==> config.mk <==
export PLATFORM = sky130hd
export DESIGN_NAME = fetch_stage
export DESIGN_NICKNAME = d
export VERILOG_FILES = /design/src/rtl/mips_pkg.sv /design/src/rtl/fetch_skid_buffer.sv /design/src/rtl/fetch_stage.sv
export SDC_FILE = /design/constraint.sdc
export NUM_CORES = 1
export LEC_CHECK = 0
export BUFFER_PORTS_ARGS = -buffer_cell sky130_fd_sc_hd__buf_2
export CAP_MARGIN = 20
export CORE_ASPECT_RATIO = 0.75
export CORE_MARGIN = 4
export CORE_UTILIZATION = 50
export CTS_CLUSTER_DIAMETER = 30
export CTS_CLUSTER_SIZE = 10
export DETAILED_ROUTE_END_ITERATION = 16
export GPL_TIMING_DRIVEN = 0
export PLACE_DENSITY = 0.8
export SKIP_LAST_GASP = 1
export SLEW_MARGIN = 20
export SYNTH_ARGS = -nofsm -noshare
export SYNTH_HDL_FRONTEND = slang
export SYNTH_SLANG_ARGS = --single-unit
==> constraint.sdc <==
create_clock -name clk -period 3.8 [get_ports clk]
set_input_delay 0.76 -clock clk [delete_from_list [all_inputs] [get_ports clk]]
set_output_delay 0.76 -clock clk [all_outputs]
set_load 0.005 [all_outputs]
==> src/rtl/mips_pkg.sv <==
// rtl/mips_pkg.sv - shared fetch constants, the fetch packet type and the PC alignment helper
package mips_pkg;

    localparam int          INSTR_W          = 32;
    localparam logic [31:0] NOP_INSTR        = 32'h0000_0000;
    localparam logic [31:0] RESET_PC_DEFAULT = 32'h0000_0000;
    localparam int          PC_STEP_DEFAULT  = 4;

    typedef struct packed {
        logic [INSTR_W-1:0] instr;
        logic [31:0]        pc;
    } fetch_pkt_t;

    function automatic logic [31:0] align_pc(input logic [31:0] a);
        return {a[31:2], 2'b00};
    endfunction

endpackage

==> src/rtl/fetch_skid_buffer.sv <==
// rtl/fetch_skid_buffer.sv - one-entry holding register for a fetched word caught during a stall
module fetch_skid_buffer
    import mips_pkg::*;
(
    input  logic               i_clk,
    input  logic               i_reset,
    input  logic               i_capture,
    input  logic               i_drain,
    input  logic               i_flush,
    input  logic [INSTR_W-1:0] i_instr,
    input  logic [31:0]        i_pc,
    output logic               o_valid,
    output logic [INSTR_W-1:0] o_instr,
    output logic [31:0]        o_pc
);

    logic       r_valid;
    fetch_pkt_t r_pkt;

    // Flush outranks capture so a redirect during a stall discards the held word.
    always_ff @(posedge i_clk) begin
        if (i_reset) begin
            r_valid <= 1'b0;
            r_pkt   <= '{instr: NOP_INSTR, pc: 32'h0};
        end else if (i_flush) begin
            r_valid <= 1'b0;
        end else if (i_capture) begin
            r_valid <= 1'b1;
            r_pkt   <= '{instr: i_instr, pc: i_pc};
        end else if (i_drain) begin
            r_valid <= 1'b0;
        end
    end

    assign o_valid = r_valid;
    assign o_instr = r_pkt.instr;
    assign o_pc    = r_pkt.pc;

endmodule

==> src/rtl/fetch_stage.sv <==
// rtl/fetch_stage.sv - PC register, registered-memory fetch and IF/ID register; FETCH_MISALIGN_TRAP_EN adds fetch_fault
module fetch_stage
    import mips_pkg::*;
#(
    parameter logic [31:0] RESET_PC = RESET_PC_DEFAULT,
    parameter int          PC_STEP  = PC_STEP_DEFAULT
)
(
    input  logic               clk,
    input  logic               reset,
    output logic [31:0]        imem_addr,
    input  logic [INSTR_W-1:0] imem_rdata,
    input  logic               stall_i,
    input  logic               redirect_valid,
    input  logic [31:0]        redirect_target,
    output logic               id_valid,
    output logic [INSTR_W-1:0] id_instr,
    output logic [31:0]        id_pc,
    output logic [31:0]        id_pc_plus4
`ifdef FETCH_MISALIGN_TRAP_EN
    ,
    output logic               fetch_fault
`endif
);

    localparam logic [31:0] STEP = 32'(PC_STEP);

    logic [31:0]        r_pc_f;
    logic               r_req_v;
    logic [31:0]        r_req_pc;
    logic               r_id_valid;
    logic [INSTR_W-1:0] r_id_instr;
    logic [31:0]        r_id_pc;

    logic               w_skid_v;
    logic [INSTR_W-1:0] w_skid_instr;
    logic [31:0]        w_skid_pc;
    logic               w_issue;
    logic               w_capture;
    logic               w_fault;

`ifdef FETCH_MISALIGN_TRAP_EN
    logic r_fault;

    always_ff @(posedge clk) begin
        if (reset) begin
            r_fault <= 1'b0;
        end else if (redirect_valid && (redirect_target[1:0] != 2'b00)) begin
            r_fault <= 1'b1;
        end
    end

    assign w_fault     = r_fault;
    assign fetch_fault = r_fault;
`else
    assign w_fault = 1'b0;
`endif

    // A draining skid blocks issue, which yields the single bubble after a stall release.
    assign w_issue   = !w_fault && !w_skid_v && (!stall_i || !r_req_v);
    assign w_capture = stall_i && r_req_v && !w_skid_v;

    fetch_skid_buffer u_skid (
        .i_clk     (clk),
        .i_reset   (reset),
        .i_capture (w_capture),
        .i_drain   (!stall_i),
        .i_flush   (redirect_valid),
        .i_instr   (imem_rdata),
        .i_pc      (r_req_pc),
        .o_valid   (w_skid_v),
        .o_instr   (w_skid_instr),
        .o_pc      (w_skid_pc)
    );

    always_ff @(posedge clk) begin
        if (reset) begin
            r_pc_f     <= RESET_PC;
            r_req_v    <= 1'b0;
            r_req_pc   <= 32'h0;
            r_id_valid <= 1'b0;
            r_id_instr <= NOP_INSTR;
            r_id_pc    <= 32'h0;
        end else if (redirect_valid) begin
            if (!w_fault) begin
                r_pc_f <= align_pc(redirect_target);
            end
            r_req_v    <= 1'b0;
            r_id_valid <= 1'b0;
            r_id_instr <= NOP_INSTR;
        end else begin
            if (w_issue) begin
                r_req_v  <= 1'b1;
                r_req_pc <= r_pc_f;
                r_pc_f   <= r_pc_f + STEP;
            end else begin
                r_req_v  <= 1'b0;
            end
            if (!stall_i) begin
                if (w_skid_v) begin
                    r_id_valid <= 1'b1;
                    r_id_instr <= w_skid_instr;
                    r_id_pc    <= w_skid_pc;
                end else if (r_req_v) begin
                    r_id_valid <= 1'b1;
                    r_id_instr <= imem_rdata;
                    r_id_pc    <= r_req_pc;
                end else begin
                    r_id_valid <= 1'b0;
                    r_id_instr <= NOP_INSTR;
                end
            end
        end
    end

    assign imem_addr   = r_pc_f;
    assign id_valid    = r_id_valid;
    assign id_instr    = r_id_instr;
    assign id_pc       = r_id_pc;
    assign id_pc_plus4 = r_id_pc + 32'd4;

endmodule

# After elaboration in Yosys (flattened, before gate mapping)
# Index checks and enable logic that the tools add are counted.
[totals]
reg_bits = 195
in_bits = 68
out_inout_bits = 129
word_cells = 39
[op_classes]
n_addsub = 2
eq_ne = 1
muxes = 11
bitwise_logic = 2
n_reduce_logical = 13
[ops]
columns = ["op", "n"]
rows = [
  ["32-bit two-way mux", 6],
  ["32-bit by 3-bit adder with 32-bit output, second input constant", 2],
  ["1-bit two-way mux", 5],
  ["2-bit AND reduction", 2],
  ["2-bit nonzero test", 2],
  ["1-bit logical AND", 3],
  ["1-bit logical NOT", 3],
  ["3-bit AND reduction", 1],
  ["2-bit by 1-bit inequality test with 1-bit output, second input constant", 1],
  ["1-bit inverter", 2],
  ["2-bit OR reduction", 1],
  ["1-bit logical OR", 1],
]

# Depth between registers and ports, before layout
# Gate-level depths: netlist of the first run.
[logic_depth]
word_depth = 5
mapped_depth = 6
mapped_depth_nobuf = 5

# Modules after synthesis
# From an unflattened synthesis of the first run, not the netlist that was laid out.
[hier_totals]
hier_cells = 1026
area_unflattened_um2 = 9301.4
[modules_own_cells]
columns = ["module", "instances", "cells_per_inst", "area_each_um2", "seq_area_each_um2"]
rows = [
  ["fetch_stage", 1, 730, 6033.3, 2522.4],
  ["fetch_skid_buffer", 1, 296, 3268.1, 1301.2],
]

# Least setup slack after synthesis of the first run
# Ideal clock, no wire load.
[synth_timing]
path_kind = "register -> output"
startpoint = "register r_id_pc[4] (netlist: id_pc[4])"
endpoint = "output port id_pc_plus4[31]"
t_arrival_ns = 1.611
t_required_ns = 3.040
setup_slack_ns = 1.429
path_stages_with_launch = 6
n_path_buf = 1
cell_sequence = "dfxtp_1 -> nand3_1 -> or3_1 -> clkbuf_1 -> nor4_1 -> xor2_1"
[synth_between]
elab_chain_len = 1
[synth_rtl]
columns = ["element", "line", "text"]
rows = [
  ["start: declaration", "fetch_stage.sv:33", "logic [31:0] r_id_pc;"],
  ["start signal: assignment", "fetch_stage.sv:103", "r_id_pc <= w_skid_pc;"],
  ["start signal: assignment", "fetch_stage.sv:107", "r_id_pc <= r_req_pc;"],
  ["32-bit by 3-bit adder with 32-bit output", "fetch_stage.sv:120", "assign id_pc_plus4 = r_id_pc + 32'd4;"],
  ["end: declaration", "fetch_stage.sv:19", "output logic [31:0] id_pc_plus4"],
]
# No other way between the ends.

# Worst setup path in the final report of the first run
[layout_timing]
startpoint = "register r_id_pc[7] (netlist: id_pc[7])"
endpoint = "output port id_pc_plus4[31]"
# The elaborated chain is that of the path after synthesis.

==> run_results.csv, run 1 <==
group,metric,value,unit
outcome,status,"finished, final reports clean",
yosys,synth_area,0.00828,sq mm
timing,hold_viol,0,
die,fp.dieW,157,um
die,core,0.0161,sq mm
yosys,yosysWarnings,0,
clock_network,clk_path_buf_depth,2,
detailed_routing,drt_iter0_markers,746,
power,pwr-share-comb,0.085,
setup_path,start_kind,"flip-flop",
grt,grt_start_max_net_pins,17,
timing,final.min_clock_period,3.23,ns
timing,fin_crit_sh,0.850,
detailed_routing,vias,7867,
hold_path,hp-start,"id_valid$_SDFFE_PP0N_",
die,fp-row-count,40,
final_layout,layout.nets,1290,
detailed_routing,post-route-drc-count,0,
grt,antenna_found_initial,0,
timing,drv_slew,0,
die,die_y,119,um
clock_network,clock_latency,0.43,ns
timing,whs,0.445,ns
grt,overflow,0,
clock_network,htreeDepth,4,
final_layout,fill_cells,1447,
timing,relSlewSlack,0.399,
clock_network,postCtsResizedCells,0,
placed_design,gp_congestion,0.925,
timing,fmax,0.310,GHz
detailed_routing,ant_nets,0,
detailed_routing,first_pass_iters,5,
power,p_sw,0.00106,W
setup_path,reg2regPathDepth,6,
hold_path,hold_end,"id_valid$_SDFFE_PP0N_",
setup_path,rr_startpoint,"u_skid.o_valid$_SDFFE_PP0P_",
power,p_sw_frac,0.249,
hold_path,holdPathStages,2,
timing,worst_slew_pin_slew,0.894,ns
setup_path,arrival,2.47,ns
setup_path,r2r-end,"u_skid.o_pc[2]$_SDFFE_PP0P_",
setup_path,r2r_slack,1.33,ns
clock_network,cts_buffers,17,
yosys,yosysSeqAreaShare,0.452,
clock_network,post_cts_buffers,0,
timing,finalSetupTns,0,ns
timing,setup_violations,0,
clock_network,cts_tree,"done",
placed_design,hpwlAfterDp,17100,um
die,initial_core_util,0.514,
setup_path,cp_slowest_cell,"nor4_1",
yosys,ys_types,52,
final_layout,antenna_cells,0,
timing,finalClockSkew,0.00690,ns
power,p_seq_frac,0.494,
grt,grt_pass1_wl,35900,um
flow_run,drv_cap,0,
yosys,synthCells,1008,
detailed_routing,drt-total-wl,23000,um
setup_path,cp_max_fo,10,
power,p_leak,3.88,nW
yosys,synth-edff-count,0,
setup_path,worstPathCellList,"nand4_1 > or3_1 > clkbuf_1 > nor4_1 > xor2_1 > buf_2",
setup_path,slowest_delay,0.50,ns
setup_path,crit_type,"reg2out",
clock_network,clock_sinks,187,
power,powerDensity,422,mW/mm^2
yosys,synth_top_flop_cell,"dfxtp_1",
timing,rsz0062_at_grt,"no",
hold_path,min_path_type,"reg2reg",
clock_network,cts_root_buf,"clkbuf_16",
setup_path,worstPathRequired,3.04,ns
power,ir_drop,332,uV
yosys,synth_async_sr_flop_share,0,
detailed_routing,vias_per_cell,5.45,
grt,grt_pass1_vias,6941,
detailed_routing,wire_per_inst,15.9,um
yosys,postSynthAreaPerCell,8.21,sq um
grt,grtUsageTotal,0.238,
final_layout,synthToLayoutAreaGrowth,22.2,%
die,die_area,0.0187,sq mm
power,pwr-share-clk,0.421,
final_layout,layout-drive-gt1-share,0.195,
setup_path,critPathCaptureType,"output port",
clock_network,path_clk_slew,0.07,ns
clock_network,hold_buffers,0,
placed_design,portBuffers,188,
power,p_int,0.00321,W
yosys,ys_ff_latch,187,
die,ios,197,
[placed cells by master, fill, tap and decap left out, types with 15 or more instances in the layout]
| cell type | Yosys | routed |
|---|---|---|
| xor2_1 | 20 | 20 |
| clkbuf_1 | 60 | 60 |
| nand4_1 | 17 | 17 |
| clkbuf_16 | 0 | 17 |
| buf_2 | 1 | 189 |
| dfxtp_1 | 187 | 187 |
| nand3_1 | 17 | 17 |
| nor2_1 | 62 | 62 |
| xnor2_1 | 16 | 16 |
| a21oi_1 | 95 | 95 |
| nor3_1 | 16 | 15 |
| nand2_1 | 248 | 248 |
| mux2i_1 | 63 | 63 |
| o21ai_0 | 40 | 40 |
| a211oi_1 | 40 | 40 |
[stage by stage]
step / total power (W) / cells / util / setup slack [ns] / instance area, sq um
after floorplan: 0.00233 / 1013 / - / 1.43 / 8300
after global placement: 0.00250 / 1411 / 0.590 / 0.871 / 9500
after detailed placement: 0.00251 / 1411 / 0.590 / 1.05 / 9510
after CTS: 0.00429 / 1443 / 0.627 / 0.582 / 10100
after global routing: 0.00442 / 1443 / 0.628 / 0.370 / 10100
final: 0.00427 / 1443 / 0.628 / 0.570 / 10100
[worst max-delay path, delay by kind of cell, from the launching register on]
kind,cells,cell delay (ns)
and+or+nand+nor,3,1.02
DFF,1,0.45
buffers and inverters,2,0.37
xor gates and xnor gates,1,0.19
[registers in the layout (all words and copies together) (netlist names)]
name	count
id_pc	30
u_skid.o_valid	1
u_skid.o_pc	30
id_instr	32
id_valid	1
imem_addr	30
u_skid.o_instr	32
r_req_v	1
r_req_pc	30
[synth_stat cells, types with 3 or more instances]
cell type	count	share of area
inv_1	12	0.0054
a21oi_1	95	0.057
xor2_1	20	0.021
nand3_1	17	0.010
nor2b_1	9	0.0068
o2111a_1	3	0.0041
a2111oi_0	6	0.0063
mux2i_1	63	0.076
a211oi_1	40	0.036
a31oi_1	3	0.0023
or3_1	7	0.0053
o21ai_0	40	0.024
buf_1	3	0.0014
dfxtp_1	187	0.45
or4_1	4	0.0036
nand4_1	17	0.013
a311oi_1	8	0.0085
and3_1	4	0.0030
buf_6	3	0.0041
and4_1	14	0.015
xnor2_1	16	0.017
nand2_1	248	0.11
nor2_1	62	0.028
a311o_1	3	0.0036
o31ai_1	3	0.0027
nor3_1	16	0.0097
nor4_1	11	0.0083
clkbuf_1	60	0.027
buf_4	6	0.0054
[worst max-delay path by stage]
stage	start	endpoint	slack, ns	cells after the start
2_1_floorplan	id_pc[4]$_SDFFE_PP0P_	id_pc_plus4[31]	1.43	5
3_3_place_gp	redirect_valid	u_skid.o_instr[31]$_SDFFE_PP0P_	0.87	6
3_5_place_dp	id_pc[7]$_SDFFE_PP0P_	id_pc_plus4[31]	1.05	6
4_1_cts	id_pc[7]$_SDFFE_PP0P_	id_pc_plus4[31]	0.58	6
5_1_grt	id_pc[4]$_SDFFE_PP0P_	id_pc_plus4[31]	0.37	6
6_report	id_pc[7]$_SDFFE_PP0P_	id_pc_plus4[31]	0.57	6
[power groups by stage]
stage                     combinational, W  clock [W]  sequential [W]
after floorplan                   0.000203          0         0.00213
after global placement            0.000353          0         0.00215
after detailed placement          0.000359          0         0.00215
after CTS                         0.000360    0.00182         0.00211
after global routing              0.000401    0.00190         0.00212
final                             0.000361    0.00180         0.00211
[cell families after synthesis]
group           Yosys count  synth area share
buf+inv                  88            0.0479
fa+ha+maj                 2           0.00302
simple gates            422             0.228
mux                      63            0.0762
xor+xnor                 36            0.0381
compound gates          209             0.154
other cells               1          0.000453
flops                   187             0.452
[final cells by class]
class / instances / area (sq um) / area share
clock inverters: 12 / 136 / 0.0135
clock buffers: 20 / 467 / 0.0461
well taps: 210 / 263 / 0.0260
repair buffers: 188 / 941 / 0.0930
plain buffers: 75 / 348 / 0.0344
multi-input cells: 738 / 4170 / 0.412
flip-flops and latches: 187 / 3740 / 0.370
inverters: 13 / 48.8 / 0.00482
[routing by layer]
| metal | part of all wire | vias up | track usage | wire (um) |
|---|---|---|---|---|
| met5 | 0 | - | 0 | 0 |
| met4 | 0.012 | 0 | 0.0569 | 270 |
| met3 | 0.086 | 24 | 0.0596 | 1980 |
| met2 | 0.41 | 306 | 0.338 | 9530 |
| met1 | 0.49 | 3591 | 0.359 | 11200 |
| li1 | - | 3946 | - | - |
Power figures use the tool's default switching activity.
==> run 2: changes to the inputs <==
clock period = 3.22 ns   (was 3.8 ns; I/O delays follow)
==> run 2 against run 1 <==
  * Flip-flop and latch count unchanged
  * Combinational power is 18% higher
  * Utilization about the same
==> run_results.csv, run 2 (same netlist as run 1, synthesis figures left out) <==
group,metric,value,unit
outcome,status,"finished, final reports clean",
setup_path,worstPathRequired,2.58,ns
placed_design,pre_cts_slack,0.586,ns
final_layout,layout.nets,1290,
detailed_routing,drt-total-wl,23100,um
placed_design,gp_congestion,0.925,
grt,gr-max-usage-layer,"met1",
clock_network,clock_latency,0.43,ns
setup_path,crit_type,"reg2out",
grt,grt_util_met2,0.338,
setup_path,cp_max_fo,10,
placed_design,hpwlAfterDp,17100,um
timing,finalClockSkew,0.00826,ns
setup_path,slowest_delay,0.45,ns
final_layout,synthToLayoutAreaGrowth,22.3,%
grt,grtUsageTotal,0.238,
final_layout,antenna_cells,0,
detailed_routing,vias_per_cell,5.47,
final_layout,area.sequential,0.00374,sq mm
power,powerDensity,498,mW/mm^2
placed_design,portBuffers,188,
die,initial_core_util,0.514,
clock_network,cts_root_buf,"clkbuf_16",
final_layout,final_cell_mix,"nand2_1, buf_2, dfxtp_1",
die,die_area,0.0187,sq mm
timing,finalWorstSetupSlack,0.189,ns
final_layout,mostFrequentLayoutCell,"nand2_1",
clock_network,clk_path_buf_depth,2,
final_layout,layout-drive-gt1-share,0.196,
grt,overflow,0,
timing,hold_viol,0,
hold_path,min_path_type,"reg2reg",
grt,grtUsageMet1,0.359,
grt,grt_pass1_wl,35900,um
setup_path,crit_family,"simple AND/OR/NAND/NOR gates",
power,p_leak,3.88,nW
power,ir_drop,392,uV
setup_path,start_kind,"flip-flop",
setup_path,arrival,2.39,ns
clock_network,clock_sinks,187,
setup_path,worstPathCellList,"nand4_1 > or3_1 > clkbuf_1 > nor4_2 > xor2_1 > buf_2",
hold_path,hp-start,"id_valid$_SDFFE_PP0N_",
detailed_routing,vias,7891,
timing,relSlewSlack,0.375,
final_layout,fill_cells,1446,
grt,antenna_found_initial,0,
hold_path,hold_end,"id_valid$_SDFFE_PP0N_",
detailed_routing,drt_iter0_markers,743,
timing,fin_crit_sh,0.941,
die,die_y,119,um
detailed_routing,ant_nets,0,
detailed_routing,first_pass_iters,5,
timing,drv_slew,0,
timing,final.min_clock_period,3.03,ns
timing,finalSetupTns,0,ns
timing,rsz0062_at_grt,"no",
timing,worst_slew_pin_slew,0.936,ns
clock_network,path_clk_slew,0.07,ns
timing,fmax,0.330,GHz
setup_path,rr_startpoint,"u_skid.o_valid$_SDFFE_PP0P_",
hold_path,holdPathStages,2,
die,fp.dieW,157,um
setup_path,cp_slowest_cell,"dfxtp_1",
die,core,0.0161,sq mm
setup_path,r2r_slack,0.75,ns
setup_path,crit_buf_inv,2,
flow_run,drv_cap,0,
die,fp-row-count,40,
grt,grt_start_max_net_pins,17,
clock_network,htreeDepth,4,
clock_network,cts_buffers,17,
detailed_routing,post-route-drc-count,0,
grt,grt_pass1_vias,6941,
clock_network,hold_buffers,0,
timing,setup_violations,0,
setup_path,reg2regPathDepth,6,
grt,grtUsageMet3,0.0596,
detailed_routing,wire_per_inst,16.0,um
die,ios,197,
power,power,0.00504,W
final_layout,multiInputGateArea,0.00418,sq mm
setup_path,r2r-end,"u_skid.o_pc[2]$_SDFFE_PP0P_",
clock_network,cts_tree,"done",
setup_path,critPathCaptureType,"output port",
run 2: cell count changes in the layout (fill, tap and decap cells not counted):
cell / before / now
nor4_1: 11 / 10
nor4_2: 0 / 1
run 2: area by class of cell:
class | count | share of cell area
tap | 210 | 0.0260
sequential | 187 | 0.370
multi-input combinational | 738 | 0.413
inverter | 13 | 0.00482
clock inverter | 12 | 0.0135
clock buffer | 20 | 0.0461
timing repair buffer | 188 | 0.0929
buffer | 75 | 0.0344
run 2: worst max-delay path by stage:
stage | from | end | slack (ns) | cells past startpoint
floorplan | id_pc[4]$_SDFFE_PP0P_ | id_pc_plus4[31] | 0.97 | 5
global placement | redirect_valid | u_skid.o_instr[31]$_SDFFE_PP0P_ | 0.41 | 6
detailed placement | id_pc[7]$_SDFFE_PP0P_ | id_pc_plus4[31] | 0.59 | 6
CTS | id_pc[7]$_SDFFE_PP0P_ | id_pc_plus4[31] | 0.12 | 6
global route | id_pc[4]$_SDFFE_PP0P_ | id_pc_plus4[29] | 0.004 | 6
finish | id_pc[7]$_SDFFE_PP0P_ | id_pc_plus4[31] | 0.19 | 6
run 2: where the power goes:
group | switching (W) | internal, W
clock network | 0.000909 | 0.00121
logic | 0.000245 | 0.000181
registers | 0.000104 | 0.00239
total | 0.00126 | 0.00378
run 2: per-layer routing:
layer	vias up	share of wire
li1	3933	-
met1	3602	0.48
met2	330	0.42
met3	26	0.091
met4	0	0.012
met5	-	0
run 2: worst reg2reg max path: cells and delay by family (launching register included):
kind                   cells  cell delay [ns]
AOI/OAI and AO/OA          1             0.17
buffers and inverters      3             1.49
DFF                        1             0.39
and+or+nand+nor            2             0.35
run 2: stage by stage:
step	area, sq um	instances	utilization	hold WS (ns)
after floorplan	8300	1013	-	0.436
after global placement	9500	1411	0.590	0.429
after detailed placement	9510	1411	0.590	0.436
after CTS	10100	1443	0.627	0.439
after global routing	10100	1443	0.628	0.447
final	10100	1443	0.628	0.446
run 2: timing repair:
action,CTS,global route
resized for setup,0,1
setup buffers,0,0
setup endpoints to repair,0,1
endpoints found under the hold margin,0,0
==> run 3: changes to the inputs <==
RECOVER_POWER = 100   (was not set)
SKIP_LAST_GASP = not set   (was 1)
==> run 3 against run 2 <==
  * Worst setup slack improved by 0.013 ns
  * Clock skew fell by 0.0016 ns
  * First-iteration DRC count fell by 4.2%
  * Clock-buffer cell count did not move
  * Clock power barely moved
  * Routed wire length did not move
  * Combinational power fell by 3%
  * Non-clock buffer count did not move
  * Via count rose by 0.24%
==> run_results.csv, run 3 (same netlist as run 1, synthesis figures left out) <==
group,metric,value,unit
die,core,0.0161,sq mm
die,fp.dieW,157,um
outcome,status,"finished, final reports clean",
grt,grt_pass1_wl,35900,um
setup_path,cp_slowest_cell,"dfxtp_1",
clock_network,path_clk_slew,0.07,ns
timing,worst_slew_pin_slew,1.12,ns
setup_path,crit_type,"reg2out",
final_layout,fill_cells,1495,
grt,overflow,0,
clock_network,cts_tree,"done",
clock_network,hold_buffers,0,
grt,grt_pass1_vias,6941,
detailed_routing,wire_per_inst,16.0,um
detailed_routing,vias_per_cell,5.48,
final_layout,layout-drive-gt1-share,0.140,
timing,hold_viol,0,
timing,finalClockSkew,0.00670,ns
die,die_y,119,um
grt,grtUsageTotal,0.238,
timing,drv_slew,0,
final_layout,synthToLayoutAreaGrowth,20.9,%
setup_path,crit_path_start,"id_pc[7]$_SDFFE_PP0P_",
timing,setup_violations,0,
final_layout,final_cell_mix,"nand2_1, dfxtp_1, clkbuf_1",
final_layout,multiInputGateArea,0.00416,sq mm
detailed_routing,vias,7910,
setup_path,cp_max_fo,10,
setup_path,arrival,2.37,ns
detailed_routing,ant_nets,0,
clock_network,clock_sinks,187,
placed_design,gp_congestion,0.925,
setup_path,crit_buf_inv,2,
timing,finalSetupTns,0,ns
setup_path,start_kind,"flip-flop",
die,initial_core_util,0.514,
timing,fmax,0.331,GHz
die,fp-row-count,40,
setup_path,slowest_delay,0.44,ns
final_layout,antenna_cells,0,
clock_network,cts_buffers,17,
hold_path,min_path_type,"reg2reg",
clock_network,htreeDepth,4,
flow_run,drv_cap,0,
setup_path,worstPathRequired,2.58,ns
timing,fin_crit_sh,0.937,
hold_path,hp-start,"id_valid$_SDFFE_PP0N_",
power,ir_drop,391,uV
final_layout,layout.nets,1290,
setup_path,crit_family,"simple AND/OR/NAND/NOR gates",
placed_design,hpwlAfterDp,17100,um
timing,rsz0062_at_grt,"no",
setup_path,rr_startpoint,"imem_addr[2]$_SDFFE_PP0P_",
grt,antenna_found_initial,0,
clock_network,cts_root_buf,"clkbuf_16",
grt,grt_start_max_net_pins,17,
die,die_area,0.0187,sq mm
clock_network,clock_latency,0.44,ns
timing,relSlewSlack,0.240,
detailed_routing,first_pass_iters,5,
final_layout,mostFrequentLayoutCell,"nand2_1",
clock_network,clk_path_buf_depth,2,
power,p_leak,3.59,nW
setup_path,worstPathCellList,"nand4_1 > or3_1 > clkbuf_1 > nor4_2 > xor2_1 > buf_2",
final_layout,area.sequential,0.00374,sq mm
power,powerDensity,503,mW/mm^2
timing,final.min_clock_period,3.02,ns
detailed_routing,post-route-drc-count,0,
detailed_routing,drt_iter0_markers,712,
detailed_routing,drt-total-wl,23100,um
final_layout,final_util,0.621,
placed_design,portBuffers,188,
setup_path,critPathCaptureType,"output port",
die,ios,197,
-- run 3: cell count changes in the layout (fill, tap and decap cells not counted) --
cell      change
nand4_1       +1
nand4_2       -1
nor4b_2       -1
and2_0        +1
nor4b_1       +1
buf_2        -70
clkbuf_2      +5
buf_6         -2
and2_1        -1
clkbuf_1     +67
-- run 3: timing repair --
action | 4_1_cts | 5_1_grt
setup buffers | 0 | 0
endpoints found under the setup margin | 0 | 1
endpoints found under the hold margin | 0 | 0
gates resized for setup | 0 | 1
-- run 3: worst paths after layout --
| check | endpoint | slack, ns | cells after the start |
|---|---|---|---|
| worst min-delay path | id_valid$_SDFFE_PP0N_ | 0.45 | 2 |
| worst min register to register | id_valid$_SDFFE_PP0N_ | 0.45 | 2 |
| worst max-delay path | id_pc_plus4[31] | 0.20 | 6 |
| worst max register to register | imem_addr[14]$_SDFFE_PP0P_ | 0.67 | 5 |
-- run 3: report_power, final --
group	switching, W	leakage (nW)	internal (W)	total (W)
logic	0.000246	1.77	0.000171	0.000416
registers	0.000104	1.52	0.00239	0.00249
clock network	0.000912	0.302	0.00122	0.00213
total	0.00126	3.59	0.00377	0.00504
-- run 3: worst register-to-register path, cell delays in order (launching register included) --
cell	delay, ns
dfxtp_1	0.47
ha_1	0.23
and4_1	0.26
nor4b_1	0.92
a211oi_1	0.18
a2111oi_0	0.37
-- run 3: layout make-up --
cell class | instances | area share
Buffer | 75 | 0.0331
Clock buffer | 20 | 0.0466
Clock inverter | 12 | 0.0136
Inverter | 13 | 0.00487
Multi-Input combinational cell | 738 | 0.416
Sequential cell | 187 | 0.374
Tap cell | 210 | 0.0262
Timing Repair Buffer | 188 | 0.0860
-- run 3: per-stage QoR --
step                      cells  area [sq um]  hold WS [ns]  total power, W  worst slack, ns
final                      1443         10000         0.446         0.00504            0.202
after global placement     1411          9500         0.429         0.00295            0.407
after detailed placement   1411          9510         0.436         0.00296            0.586
after global routing       1443         10000         0.447         0.00521          0.00407
after CTS                  1443         10100         0.439         0.00506            0.118
after floorplan            1013          8300         0.436         0.00275            0.965
-- run 3: layer usage --
| metal | vias to the layer above | GRT usage | routed length [um] |
|---|---|---|---|
| met5 | - | 0 | 0 |
| met4 | 0 | 0.0569 | 265 |
| met3 | 23 | 0.0596 | 2050 |
| met2 | 322 | 0.338 | 9610 |
| met1 | 3629 | 0.359 | 11100 |
| li1 | 3936 | - | - |
